### config.mk
export PLATFORM = sky130hd
export DESIGN_NAME = regbank_stack
export DESIGN_NICKNAME = d
export VERILOG_FILES = /design/src/rtl/regbank_pkg.sv /design/src/rtl/sp_unit.sv /design/src/rtl/regbank_stack.sv
export SDC_FILE = /design/constraint.sdc
export NUM_CORES = 1
export LEC_CHECK = 0
export CAP_MARGIN = 20
export CORE_MARGIN = 4
export CORE_UTILIZATION = 50
export DETAILED_ROUTE_END_ITERATION = 16
export DONT_BUFFER_PORTS = 1
export GPL_ROUTABILITY_DRIVEN = 0
export GPL_TIMING_DRIVEN = 0
export PLACE_DENSITY_LB_ADDON = 0.15
export SETUP_SLACK_MARGIN = 0.4
export SYNTH_ARGS = -nofsm -noshare
export SYNTH_HDL_FRONTEND = slang
export SYNTH_SLANG_ARGS = --single-unit
### constraint.sdc
create_clock -name clk -period 4.45 [get_ports clk]
set_input_delay 0.445 -clock clk [delete_from_list [all_inputs] [get_ports clk]]
set_output_delay 0.445 -clock clk [all_outputs]
set_load 0.05 [all_outputs]
### src/rtl/regbank_pkg.sv
// Shared constants and SP operation encoding for the register bank with stack pointer.
package regbank_pkg;

  localparam int unsigned DataWDef   = 32;
  localparam int unsigned NregsDef   = 16;
  localparam logic [31:0] SpTopDef   = 32'hFFFF_FFFC;
  localparam logic [31:0] SpFloorDef = 32'hFFFF_FC00;
  localparam int unsigned SpStepDef  = 4;

  typedef enum logic [1:0] {
    SpHold = 2'd0,
    SpPush = 2'd1,
    SpPop  = 2'd2,
    SpLoad = 2'd3
  } sp_op_e;

endpackage

### src/rtl/sp_unit.sv
// Stack pointer register with bounded push/pop, direct load and sticky overflow/underflow flags.
module sp_unit
  import regbank_pkg::*;
#(
  parameter int unsigned DATA_W   = DataWDef,
  parameter logic [DATA_W-1:0] SP_TOP   = SpTopDef,
  parameter logic [DATA_W-1:0] SP_FLOOR = SpFloorDef,
  parameter int unsigned SP_STEP  = SpStepDef
) (
  input  logic              clk,
  input  logic              rst,
  input  sp_op_e            op,
  input  logic [DATA_W-1:0] wr_data,
  input  logic              clr_flags,
  output logic [DATA_W-1:0] sp,
  output logic [DATA_W-1:0] sp_next,
  output logic              stk_ovf,
  output logic              stk_unf
);

  logic [DATA_W-1:0] sp_q, sp_d;
  logic              ovf_q, ovf_d, unf_q, unf_d;
  logic [DATA_W:0]   sp_ext, step_ext, floor_ext, top_ext;
  logic              push_bad, pop_bad;

  // Bounds are evaluated one bit wider so a step past either end cannot wrap silently.
  always_comb begin
    sp_ext    = {1'b0, sp_q};
    step_ext  = (DATA_W+1)'(SP_STEP);
    floor_ext = {1'b0, SP_FLOOR};
    top_ext   = {1'b0, SP_TOP};
    push_bad  = sp_ext < (floor_ext + step_ext);
    pop_bad   = (sp_ext + step_ext) > top_ext;
  end

  always_comb begin
    sp_d  = sp_q;
    ovf_d = clr_flags ? 1'b0 : ovf_q;
    unf_d = clr_flags ? 1'b0 : unf_q;
    unique case (op)
      SpLoad: sp_d = wr_data;
      SpPush: begin
        if (push_bad) ovf_d = 1'b1;
        else          sp_d  = sp_q - DATA_W'(SP_STEP);
      end
      SpPop: begin
        if (pop_bad) unf_d = 1'b1;
        else         sp_d  = sp_q + DATA_W'(SP_STEP);
      end
      default: ;
    endcase
  end

  always_ff @(posedge clk or negedge rst) begin
    if (!rst) begin
      sp_q  <= SP_TOP;
      ovf_q <= 1'b0;
      unf_q <= 1'b0;
    end else begin
      sp_q  <= sp_d;
      ovf_q <= ovf_d;
      unf_q <= unf_d;
    end
  end

  assign sp      = sp_q;
  assign sp_next = sp_d;
  assign stk_ovf = ovf_q;
  assign stk_unf = unf_q;

endmodule

### src/rtl/regbank_stack.sv
// General register bank with hardwired R0, registered dual read with write bypass, and SP at NREGS.
module regbank_stack
  import regbank_pkg::*;
#(
  parameter int unsigned DATA_W   = DataWDef,
  parameter int unsigned NREGS    = NregsDef,
  parameter logic [DATA_W-1:0] SP_TOP   = SpTopDef,
  parameter logic [DATA_W-1:0] SP_FLOOR = SpFloorDef,
  parameter int unsigned SP_STEP  = SpStepDef,
  localparam int unsigned ADDR_W  = $clog2(NREGS) + 1
) (
  input  logic              clk,
  input  logic              rst,
  input  logic              rd_en,
  input  logic [ADDR_W-1:0] rd_addr1,
  input  logic [ADDR_W-1:0] rd_addr2,
  input  logic              wr_en,
  input  logic [ADDR_W-1:0] wr_addr,
  input  logic [DATA_W-1:0] wr_data,
  input  logic              push,
  input  logic              pop,
  input  logic              clr_flags,
  output logic [DATA_W-1:0] rdata1,
  output logic [DATA_W-1:0] rdata2,
  output logic [DATA_W-1:0] sp_out,
  output logic              stk_ovf,
  output logic              stk_unf
);

  localparam int unsigned IDX_W = $clog2(NREGS);
  localparam logic [ADDR_W-1:0] SP_ADDR = ADDR_W'(NREGS);

  logic [DATA_W-1:0] regs_q [NREGS];
  logic [DATA_W-1:0] rdata1_q, rdata2_q, sp_next;
  logic [ADDR_W-1:0] ra [2];
  logic [DATA_W-1:0] rv [2];
  logic              reg_we;
  sp_op_e            sp_op;

  assign reg_we = wr_en && (wr_addr != '0) && (wr_addr < SP_ADDR);

  always_comb begin
    if (wr_en && wr_addr == SP_ADDR) sp_op = SpLoad;
    else if (push && !pop)           sp_op = SpPush;
    else if (pop && !push)           sp_op = SpPop;
    else                             sp_op = SpHold;
  end

  sp_unit #(
    .DATA_W  (DATA_W),
    .SP_TOP  (SP_TOP),
    .SP_FLOOR(SP_FLOOR),
    .SP_STEP (SP_STEP)
  ) u_sp (
    .clk      (clk),
    .rst      (rst),
    .op       (sp_op),
    .wr_data  (wr_data),
    .clr_flags(clr_flags),
    .sp       (sp_out),
    .sp_next  (sp_next),
    .stk_ovf  (stk_ovf),
    .stk_unf  (stk_unf)
  );

  // Reads see the value being committed this edge: pending register write or next SP.
  always_comb begin
    ra[0] = rd_addr1;
    ra[1] = rd_addr2;
    for (int p = 0; p < 2; p++) begin
      rv[p] = '0;
      if (ra[p] == SP_ADDR) begin
        rv[p] = sp_next;
      end else if (ra[p] != '0 && ra[p] < SP_ADDR) begin
        rv[p] = (reg_we && wr_addr == ra[p]) ? wr_data : regs_q[ra[p][IDX_W-1:0]];
      end
    end
  end

  always_ff @(posedge clk or negedge rst) begin
    if (!rst) begin
      for (int i = 0; i < int'(NREGS); i++) regs_q[i] <= '0;
    end else if (reg_we) begin
      regs_q[wr_addr[IDX_W-1:0]] <= wr_data;
    end
  end

  always_ff @(posedge clk or negedge rst) begin
    if (!rst) begin
      rdata1_q <= '0;
      rdata2_q <= '0;
    end else if (rd_en) begin
      rdata1_q <= rv[0];
      rdata2_q <= rv[1];
    end
  end

  assign rdata1 = rdata1_q;
  assign rdata2 = rdata2_q;

endmodule

==> results.json <==
{
  "dp_hpwl_um": 80600,
  "crit_arrival_ps": 4420,
  "timing.setup.tns_ps": 0,
  "drc": 0,
  "syn_area_per_cell_um2": 13.6,
  "numCtsBuffers": 69,
  "setup_slack_ps": 509,
  "initialDrtViolationCount": 2915,
  "final_nets": 2626,
  "dr_total_vias": 23685,
  "setup_viol": 0,
  "seqPwrFrac_pct": 45.5,
  "cts_htree_levels": 3,
  "power_frac_comb_pct": 19.7,
  "mostFrequentLayoutCell": "dfrtp_1",
  "yosysWarnings": 0,
  "fin_skew_ps": 25.4,
  "dpl.cell_count": 3331,
  "wl_um": 115000,
  "status": "finished with violations",
  "whs_ps": -467,
  "hp-class": "primary input to asynchronous set/reset pin",
  "yosys.area.top_type_share_pct": 43.7,
  "ctsLongestPathBuffers": 3,
  "clock_power_share_pct": 34.8,
  "endpoint_kind": "flip-flop",
  "cellPowerDensity_mw_per_mm2": 458,
  "critPathMaxFanout": 10,
  "root_buffer": "clkbuf_16",
  "min_period_ps": 3940,
  "track_usage_pct": 32.6,
  "async_flop_share_pct": 100,
  "timing_hold_violations_final": 425,
  "ys_seq_area_share_pct": 46.1,
  "slew_headroom_pct": -58.6,
  "rows": 94,
  "numPortBuffers": 0,
  "fmax_ghz": 0.254,
  "ant_nets": 0,
  "syn_area_mm2": 0.0332,
  "die-area_mm2": 0.0706,
  "placed_area_mm2": 0.0348,
  "violations": "hold timing, slew limit",
  "die_w_um": 266,
  "synthTopCellsByArea": "dfrtp_1, mux4_2, mux2_2, dfstp_2, clkbuf_1",
  "worstMarginPinSlew_ps": 2380,
  "first_global_vias": 24370,
  "drive_above_1_share_pct": 40.1,
  "dp_slack_ps": 86.8,
  "synthFlopType": "dfrtp_1",
  "synth_largest_area_cell": "dfrtp_1",
  "die_h_um": 266,
  "initial_core_util_pct": 50.5,
  "start_kind": "flip-flop",
  "post-route-util_pct": 57.2,
  "clock-sinks": 610,
  "grt_pass1_wl_um": 168000,
  "antenna_found_initial": 9,
  "max_cap_viol_count": 0,
  "ir_drop_mv": 0.209,
  "synth_seq_cells": 610,
  "fin_cells": 3492,
  "clk_latency_ps": 620,
  "swShare_pct": 29.6,
  "p_total_mw": 17.2,
  "cts_hold_buf": 9,
  "rsz0062_at_grt": "false",
  "cts.clk_slew.worst_paths_ps": 60,
  "core_mm2": 0.0657,
  "p_switching_mw": 5.11,
  "cts_tree": "yes",
  "synth_cells": 2434,
  "leakagePower_nw": 15.8,
  "final_cell_mix": "dfrtp_1, mux2_2, mux4_2",
  "gr-total-overflow": 0,
  "area_delta_synth_final_pct": 13.3,
  "worstPathRequired_ps": 4930,
  "post-route-cell-area_mm2": 0.0376,
  "grt_max_degree": 611,
  "finalCritPeriodShare_pct": 88.6,
  "p_int_mw": 12.1,
  "crit_type": "flip-flop to flip-flop",
  "drv_slew": 387,
  "synth_cell_types": 82,
  "syn_nets": 2491,
  "ios": 152,
  "synth_edf_count": 0,
  "wl_per_cell_um": 33.0,
  "drt_pass1_iterations": 8,
  "viasPerCell": 6.78
}
## final cells by class
type                       instances  area [µm²]
clock buffer                     104        2080
clock inverter                    18         272
inverter                          32         120
antenna                            8        20.0
fill                            5183       28100
timing repair buffer              64         777
sequential                       610       15300
multi-input combinational       1516       16800
buffer                           276        1130
tap                              864        1080
## sequential cells by signal (all words and copies together), names as in the netlist
signal	cells
regs_q	512
rdata1	32
rdata2	32
u_sp.sp	32
u_sp.stk_ovf	1
u_sp.stk_unf	1
## synthesized netlist by cell type (15+ instances only)
master / instances
o21ai_1: 25
dfrtp_1: 580
nand2_1: 171
buf_1: 74
mux2_2: 481
mux4_2: 320
inv_1: 31
clkbuf_1: 187
nor3_1: 15
nand3_1: 30
nor4_1: 18
a21oi_1: 123
o21ai_0: 43
dfstp_2: 30
nor2_1: 76
## path summary, 6_finish.rpt
| kind | depth (start not counted) | from | slack (ps) | end |
|---|---|---|---|---|
| max in group asynchronous | 0 | rst | 3030 | regs_q[233]$_DFFE_PN0P_ |
| max | 12 | u_sp.sp[13]$_DFF_PN1_ | 510 | rdata1[23]$_DFFE_PN0P_ |
| max reg2reg | 12 | u_sp.sp[13]$_DFF_PN1_ | 510 | rdata1[23]$_DFFE_PN0P_ |
| min in group clk | 2 | wr_data[15] | 60 | u_sp.sp[15]$_DFF_PN1_ |
| min reg2reg | 1 | regs_q[507]$_DFFE_PN0P_ | 480 | regs_q[507]$_DFFE_PN0P_ |
| min | 0 | rst | -470 | rdata2[25]$_DFFE_PN0P_ |
## power by group through the flow
| stage | Combinational (mW) | Clock, mW | Sequential, mW |
|---|---|---|---|
| floorplan | 2.48 | 0 | 7.59 |
| global placement | 3.15 | 0 | 7.79 |
| detailed placement | 3.27 | 0 | 7.89 |
| CTS | 3.30 | 6.04 | 7.80 |
| global route | 3.59 | 6.28 | 7.95 |
| finish | 3.40 | 6.01 | 7.84 |
## metal layers
metal	up-vias	share of wire (%)	wire length, µm	global-route usage, %
li1	9519	-	-	-
met1	12503	38	43400	42.6
met2	1319	47	54400	52.2
met3	342	10	11700	8.67
met4	2	4.9	5680	13.8
met5	-	0.011	13	0
## logic make-up (layout without fill, tap and decap cells)
kind of cell | count (synthesis) | count (layout) | share of synthesized area [%]
muxes | 813 | 813 | 38.4
DFF | 610 | 610 | 46.1
and+or+nand+nor | 386 | 386 | 5.70
buffers and inverters | 308 | 494 | 3.63
AOI/OAI and AO/OA | 294 | 294 | 5.51
xor gates and xnor gates | 20 | 20 | 0.550
adders and majority gates | 3 | 3 | 0.113
other | 0 | 8 | 0
## what timing repair did
| action | 4_1_cts | 5_1_grt |
|---|---|---|
| setup endpoints to repair | 41 | 64 |
| resized for setup | 8 | 35 |
| setup buffers | 3 | 15 |
| pin swaps | 4 | 14 |
| endpoints found under the hold margin | 648 | 610 |
## worst max-delay path, stage by stage, from the launching register on
cell and delay (ps):
dfstp_2 690, buf_4 240, nand4_1 220, or4_4 500, buf_2 190, nor4_4 280
o22ai_4 160, nor4_4 380, and4_4 350, buf_6 200, o211ai_1 110, a31oi_2 350
o21ai_1 120
Power figures use the tool's default switching activity.
